[config.mk]
export PLATFORM = sky130hd
export DESIGN_NAME = simon_control
export DESIGN_NICKNAME = d
export VERILOG_FILES = /design/src/rtl/simon_control.sv
export SDC_FILE = /design/constraint.sdc
export NUM_CORES = 1
export LEC_CHECK = 0
export ABC_AREA = 1
export BUFFER_PORTS_ARGS = -buffer_cell sky130_fd_sc_hd__buf_2
export CAP_MARGIN = 40
export CORE_AREA = 2 2 39 41
export DETAILED_ROUTE_END_ITERATION = 6
export DIE_AREA = 0 0 41 43
export PLACE_DENSITY_LB_ADDON = 0.2
export REMOVE_ABC_BUFFERS = 1
export SYNTH_ARGS = -nofsm -noshare
export SYNTH_HDL_FRONTEND = slang
export SYNTH_SLANG_ARGS = --single-unit
[constraint.sdc]
create_clock -name clk -period 2.1 [get_ports clk]
set_input_delay 0.21 -clock clk [delete_from_list [all_inputs] [get_ports clk]]
set_output_delay 0.21 -clock clk [all_outputs]
set_load 0.05 [all_outputs]
[src/rtl/simon_control.sv]
`default_nettype none
// ============================================================================
// Module      : simon_control
// Description : Simon game controller FSM. Moore mode LEDs, Mealy datapath
//               controls. Optional macro SIMON_WIN_LIMIT_EN adds a win limit.
// Revision    : 1.0 - initial release
// ============================================================================
module simon_control (
    input  logic       clk,
    input  logic       rst,
    input  logic       index_lt_count,
    input  logic       input_eq_pattern,
    input  logic       is_legal,
    output logic       w_en,
    output logic       set_level,
    output logic       read_Memory,
    output logic       cnt_count,
    output logic       clr_count,
    output logic       cnt_index,
    output logic       clr_index,
    output logic [2:0] mode_leds
);

    localparam logic [2:0] c_st_init     = 3'd0;
    localparam logic [2:0] c_st_input    = 3'd1;
    localparam logic [2:0] c_st_playback = 3'd2;
    localparam logic [2:0] c_st_repeat   = 3'd3;
    localparam logic [2:0] c_st_done     = 3'd4;

    localparam logic [2:0] c_led_init     = 3'b000;
    localparam logic [2:0] c_led_input    = 3'b001;
    localparam logic [2:0] c_led_playback = 3'b010;
    localparam logic [2:0] c_led_repeat   = 3'b100;
    localparam logic [2:0] c_led_done     = 3'b111;

    logic [2:0] r_state;
    logic [2:0] w_next_state;
    logic [2:0] r_mode_leds;
    logic [2:0] w_next_leds;
    logic       w_win;

`ifdef SIMON_WIN_LIMIT_EN
    // Counts rounds started; 64 rounds fill the pattern memory.
    logic [6:0] r_round;

    always_ff @(posedge clk or posedge rst) begin
        if (rst) begin
            r_round <= 7'd0;
        end else if (r_state == c_st_input && is_legal) begin
            r_round <= r_round + 7'd1;
        end
    end

    assign w_win = (r_round == 7'd64);
`else
    assign w_win = 1'b0;
`endif

    always_ff @(posedge clk or posedge rst) begin
        if (rst) begin
            r_state     <= c_st_init;
            r_mode_leds <= c_led_init;
        end else begin
            r_state     <= w_next_state;
            r_mode_leds <= w_next_leds;
        end
    end

    assign mode_leds = r_mode_leds;

    always_comb begin
        w_next_state = r_state;
        w_en         = 1'b0;
        set_level    = 1'b0;
        read_Memory  = 1'b0;
        cnt_count    = 1'b0;
        clr_count    = 1'b0;
        cnt_index    = 1'b0;
        clr_index    = 1'b0;
        case (r_state)
            c_st_init: begin
                set_level    = 1'b1;
                clr_count    = 1'b1;
                clr_index    = 1'b1;
                w_next_state = c_st_input;
            end
            c_st_input: begin
                if (is_legal) begin
                    w_en         = 1'b1;
                    cnt_count    = 1'b1;
                    clr_index    = 1'b1;
                    w_next_state = c_st_playback;
                end
            end
            c_st_playback: begin
                read_Memory = 1'b1;
                if (index_lt_count) begin
                    cnt_index = 1'b1;
                end else begin
                    clr_index    = 1'b1;
                    w_next_state = c_st_repeat;
                end
            end
            c_st_repeat: begin
                if (index_lt_count && input_eq_pattern) begin
                    cnt_index = 1'b1;
                end else if (index_lt_count) begin
                    clr_index    = 1'b1;
                    w_next_state = c_st_done;
                end else begin
                    clr_index    = 1'b1;
                    w_next_state = w_win ? c_st_done : c_st_input;
                end
            end
            c_st_done: begin
                // Loops the stored pattern forever until reset.
                read_Memory = 1'b1;
                if (index_lt_count) begin
                    cnt_index = 1'b1;
                end else begin
                    clr_index = 1'b1;
                end
            end
            default: begin
                w_next_state = c_st_init;
            end
        endcase
    end

    always_comb begin
        case (w_next_state)
            c_st_input:    w_next_leds = c_led_input;
            c_st_playback: w_next_leds = c_led_playback;
            c_st_repeat:   w_next_leds = c_led_repeat;
            c_st_done:     w_next_leds = c_led_done;
            default:       w_next_leds = c_led_init;
        endcase
    end

endmodule
`default_nettype wire

==> impl_metrics.yaml, run 1 <==
outcome:
  outcome: "finished clean"
synth:
  syn_area_per_cell_um2: 7.06
  ys_ff_latch: 6
  seq_area_frac_synth_pct: 40.1
  synthCells: 53
  yosysUniqueCellTypes: 16
  syn_area_um2: 374
  yosys_warnings: 0
clock_tree:
  numCtsBuffers: 3
  clkTransAtPathRegs_ns: 0.04
  cts_max_level: 1
  cts_tree: "built"
  cts-root-buf: "clkbuf_4"
  post-cts-setup-buffer-count: 0
  clock_sinks: 6
  cts_buffer_depth: 2
  clk_latency_ns: 0.24
global_routing:
  met2_usage_pct: 15.3
  use_met3_pct: 1.57
  grt_start_max_net_pins: 10
  grt_overflow: 0
  grt_pass1_vias: 338
  grt_pass1_wl_um: 1210
  antenna_found_initial: 0
  busiest_layer: "met2"
  met1_usage_pct: 12.2
  grt_usage_pct: 10.2
final_layout:
  final_common_cell: "buf_2"
  syn_to_final_growth_pct: 27.4
  drive_above_1_share_pct: 35.3
  antenna_cells: 0
  fin_util_pct: 34.4
  final_cell_mix: "14 x buf_2, 10 x inv_1, 10 x nand2_1"
  layout.nets: 75
drt:
  drt_iter0_drc: 5
  routed_via_density: 4.29
  ant_nets: 0
  routedWlPerCell_um: 8.76
  wl_um: 736
  vias: 360
  first_pass_iters: 2
  drcViolationCount: 0
place:
  hpwl_um: 594
  pre_cts_ws_ns: 0.683
  gp_congestion: 0.687
  io_buffer_count: 14
worst_hold_path:
  whs_endpoint: "r_state[0]$_DFF_PP0_"
  hold_depth: 3
  worstHoldPathType: "in2reg"
  worstHoldStart: "input_eq_pattern"
critical_path:
  setup.worst_path.start_class: "flip-flop"
  end_kind: "output pin"
  cp_max_fo: 7
  rr_endpoint: "mode_leds[1]$_DFF_PP0_"
  path_class: "reg2out"
  r2r_cells: 4
  slowest_delay_ns: 0.45
  cp_slowest_cell: "dfrtp_1"
  worstPathCellList: "nor2_2, nor2_1, nor2_2, nand2_1, nand3b_1, buf_2"
  cp.arrival_ns: 1.45
  reg2reg_slack_ns: 0.92
  timing.rr.start: "r_state[0]$_DFF_PP0_"
  cpMostUsedCell: "nor2_2"
  worstPathRequired_ns: 1.89
  worstSetupPathDepth: 6
  path_buf_inv: 1
  path_delay_family: "simple AND/OR/NAND/NOR gates"
floorplan:
  start_util_pct: 27.0
  fp.dieW_um: 41
  coreArea_um2: 1380
  num_rows: 14
  pin_count: 15
  dieHeight_um: 43
  dieArea_um2: 1760
sta:
  rsz0062_at_grt: "no"
  slew-limit-headroom_pct: 76.7
  worstMarginPinSlew_ns: 0.350
  tns_ns: 0
  final_max_slew_viol_count: 0
  max_freq_mhz: 604
  fin_ws_ns: 0.445
  clock_skew_ns: 0.00162
  fin_crit_sh_pct: 78.8
  finalSetupViolCount: 0
  period_minus_slack_ns: 1.66
  hold_viol: 0
run:
  cap_violations: 0
-- sequential cells by signal, summed over array words and instances (netlist names) --
name       flops
mode_leds      3
r_state        3
-- per-stage QoR --
| step | area [um2] | hold slack [ns] | cells |
|---|---|---|---|
| floorplan | 354 | 0.000959 | 50 |
| CTS | 477 | 0.300 | 84 |
| global placement | 444 | 0.137 | 80 |
| detailed placement | 444 | 0.137 | 80 |
| global route | 477 | 0.332 | 84 |
| finish | 477 | 0.309 | 84 |
-- final cells by class --
class | count | area [um2]
fillers | 159 | 907
multi-input cells | 32 | 159
flip-flops and latches | 6 | 150
repair buffers | 15 | 80.1
inverters | 12 | 45.0
clock buffers | 3 | 22.5
well taps | 16 | 20.0
-- synthesized netlist by cell type, drive strengths merged --
library cell | number | area share (%)
inv | 12 | 12
nand2 | 11 | 12
nor2 | 9 | 11
dfrtp | 6 | 40
nand3 | 5 | 8.0
buf | 3 | 5.3
nand4 | 3 | 5.0
a21oi | 1 | 1.3
nand3b | 1 | 2.0
nor3 | 1 | 1.3
o21a | 1 | 2.0
-- worst max path at each step --
stage	start	to	slack, ns
floorplan	r_state[1]$_DFF_PP0_	clr_index	0.13
global placement	r_state[0]$_DFF_PP0_	clr_index	0.70
detailed placement	r_state[1]$_DFF_PP0_	clr_index	0.68
CTS	r_state[1]$_DFF_PP0_	clr_index	0.42
global route	r_state[1]$_DFF_PP0_	clr_index	0.32
finish	r_state[1]$_DFF_PP0_	clr_index	0.44
-- cell families (layout without fill, tap and decap cells) --
kind of cell / after synthesis / in the layout / synth area share (%)
simple gates: 30 / 30 / 39.1
flops: 6 / 6 / 40.1
buf+inv: 15 / 30 / 17.4
compound gates: 2 / 2 / 3.34
-- worst reg2reg max path, delay by kind of cell, from the launching register on --
kind             cells  cell delay [ns]
flip-flops           1             0.46
AO/OA/AOI/OAI        1             0.30
AND/OR/NAND/NOR      3             0.30
-- repair_timing --
action	CTS	global route
hold endpoints to repair	6	0
gates resized for setup	0	0
endpoints found under the setup margin	0	0
hold buffers	1	0
-- per-layer routing --
metal  vias up  part of all wire (%)
li1        191                     -
met1       152                    48
met2        15                    41
met3         2                   8.8
met4         0                   2.2
met5         -                     0
Power of run 1 is not shown: default switching activity piles up to over one toggle a cycle in this logic, so the estimate is an artifact.
==> run 2, diff against run 1 <==
- clock period: 2.1 -> 1.39 ns (I/O delays scaled with it)
==> impl_metrics.yaml, run 2 (synthesized netlist as in run 1, its figures left out) <==
outcome:
  outcome: "finished with violations"
  violations: "negative setup slack"
floorplan:
  fp.dieW_um: 41
  dieArea_um2: 1760
  dieHeight_um: 43
  coreArea_um2: 1380
  num_rows: 14
  pin_count: 15
  start_util_pct: 27.0
global_routing:
  grt_pass1_wl_um: 1320
  antenna_found_initial: 0
  grt_usage_pct: 11.2
  grt_start_max_net_pins: 7
  grt_overflow: 0
  grt_pass1_vias: 369
clock_tree:
  clk_latency_ns: 0.24
  cts_buffer_depth: 2
  numCtsBuffers: 3
  clkTransAtPathRegs_ns: 0.04
  cts-root-buf: "clkbuf_4"
  clock_sinks: 6
  cts_max_level: 1
  cts_tree: "built"
place:
  io_buffer_count: 14
  dp_cells: 82
  gp_congestion: 0.710
  hpwl_um: 645
critical_path:
  cp_max_fo: 4
  path_class: "reg2out"
  end_kind: "output pin"
  setup.worst_path.start_class: "flip-flop"
  timing.rr.start: "r_state[2]$_DFF_PP0_"
  worstPathRequired_ns: 1.25
  startpoint: "r_state[1]$_DFF_PP0_"
  cp.arrival_ns: 1.31
sta:
  rsz0062_at_grt: "yes"
  fin_crit_sh_pct: 104
  finalSetupViolCount: 3
  worstMarginPinSlew_ns: 0.357
  hold_viol: 0
  fin_ws_ns: -0.0586
  max_freq_mhz: 690
  clock_skew_ns: 0.00235
  final_max_slew_viol_count: 0
  period_minus_slack_ns: 1.45
  slew-limit-headroom_pct: 76.2
drt:
  vias: 382
  ant_nets: 0
  routed_via_density: 4.29
  drcViolationCount: 0
  wl_um: 812
  first_pass_iters: 3
  drt_iter0_drc: 2
  routedWlPerCell_um: 9.12
final_layout:
  fillers: 151
  layout.nets: 80
  fin_cells: 89
  drive_above_1_share_pct: 45.2
  final_cell_mix: "10 x inv_1, 10 x nand2_1, 8 x buf_2"
  syn_to_final_growth_pct: 46.8
  fin_util_pct: 39.7
  antenna_cells: 0
worst_hold_path:
  worstHoldStart: "input_eq_pattern"
  worstHoldPathType: "in2reg"
run:
  cap_violations: 0
run 2: worst max-delay path: stages, from the launching register on:
cell and delay, ns:
dfrtp_2 0.44, nor2_4 0.13, nor2_2 0.04, nor2_2 0.14, nand2_1 0.07, nand3b_1 0.09, buf_6 0.16
run 2: cell type report:
type | count | area, um2 | area share [%]
Multi-Input combinational cell | 32 | 169 | 30.8
Sequential cell | 6 | 153 | 27.8
Timing Repair Buffer | 20 | 140 | 25.5
Inverter | 12 | 45.0 | 8.20
Clock buffer | 3 | 22.5 | 4.10
Tap cell | 16 | 20.0 | 3.64
run 2: worst paths after layout:
check | to | slack [ns] | depth (start not counted)
min reg2reg | r_state[1]$_DFF_PP0_ | 0.71 | 3
max reg2reg | mode_leds[0]$_DFF_PP0_ | 0.21 | 5
max in group asynchronous | r_state[1]$_DFF_PP0_ | 0.82 | 3
min in group asynchronous | mode_leds[0]$_DFF_PP0_ | 0.36 | 3
min | r_state[0]$_DFF_PP0_ | 0.24 | 3
max | clr_index | -0.06 | 6
run 2: per-layer routing:
metal	global-route usage, %	routed length (um)
met1	12.9	365
met2	17.8	405
met3	0	42
met4	10.0	0
met5	0	0
run 2: stage by stage:
stage	TNS [ns]	hold WS, ns	setup slack (ns)	area (um2)
6_report	-0.108	0.243	-0.0586	549
5_1_grt	-0.313	0.281	-0.129	549
4_1_cts	-0.185	0.235	-0.0758	522
3_5_place_dp	0	0.0646	0.0569	459
3_3_place_gp	0	0.0655	0.0432	459
2_1_floorplan	-0.849	-0.0700	-0.512	354
run 2: repair_timing:
action	CTS	global route
endpoints found under the hold margin	6	0
setup endpoints to repair	7	7
gates resized for setup	8	7
hold buffers	1	0
pin swaps	4	5
setup buffers	1	2
Power of run 2 is left out for the same reason.
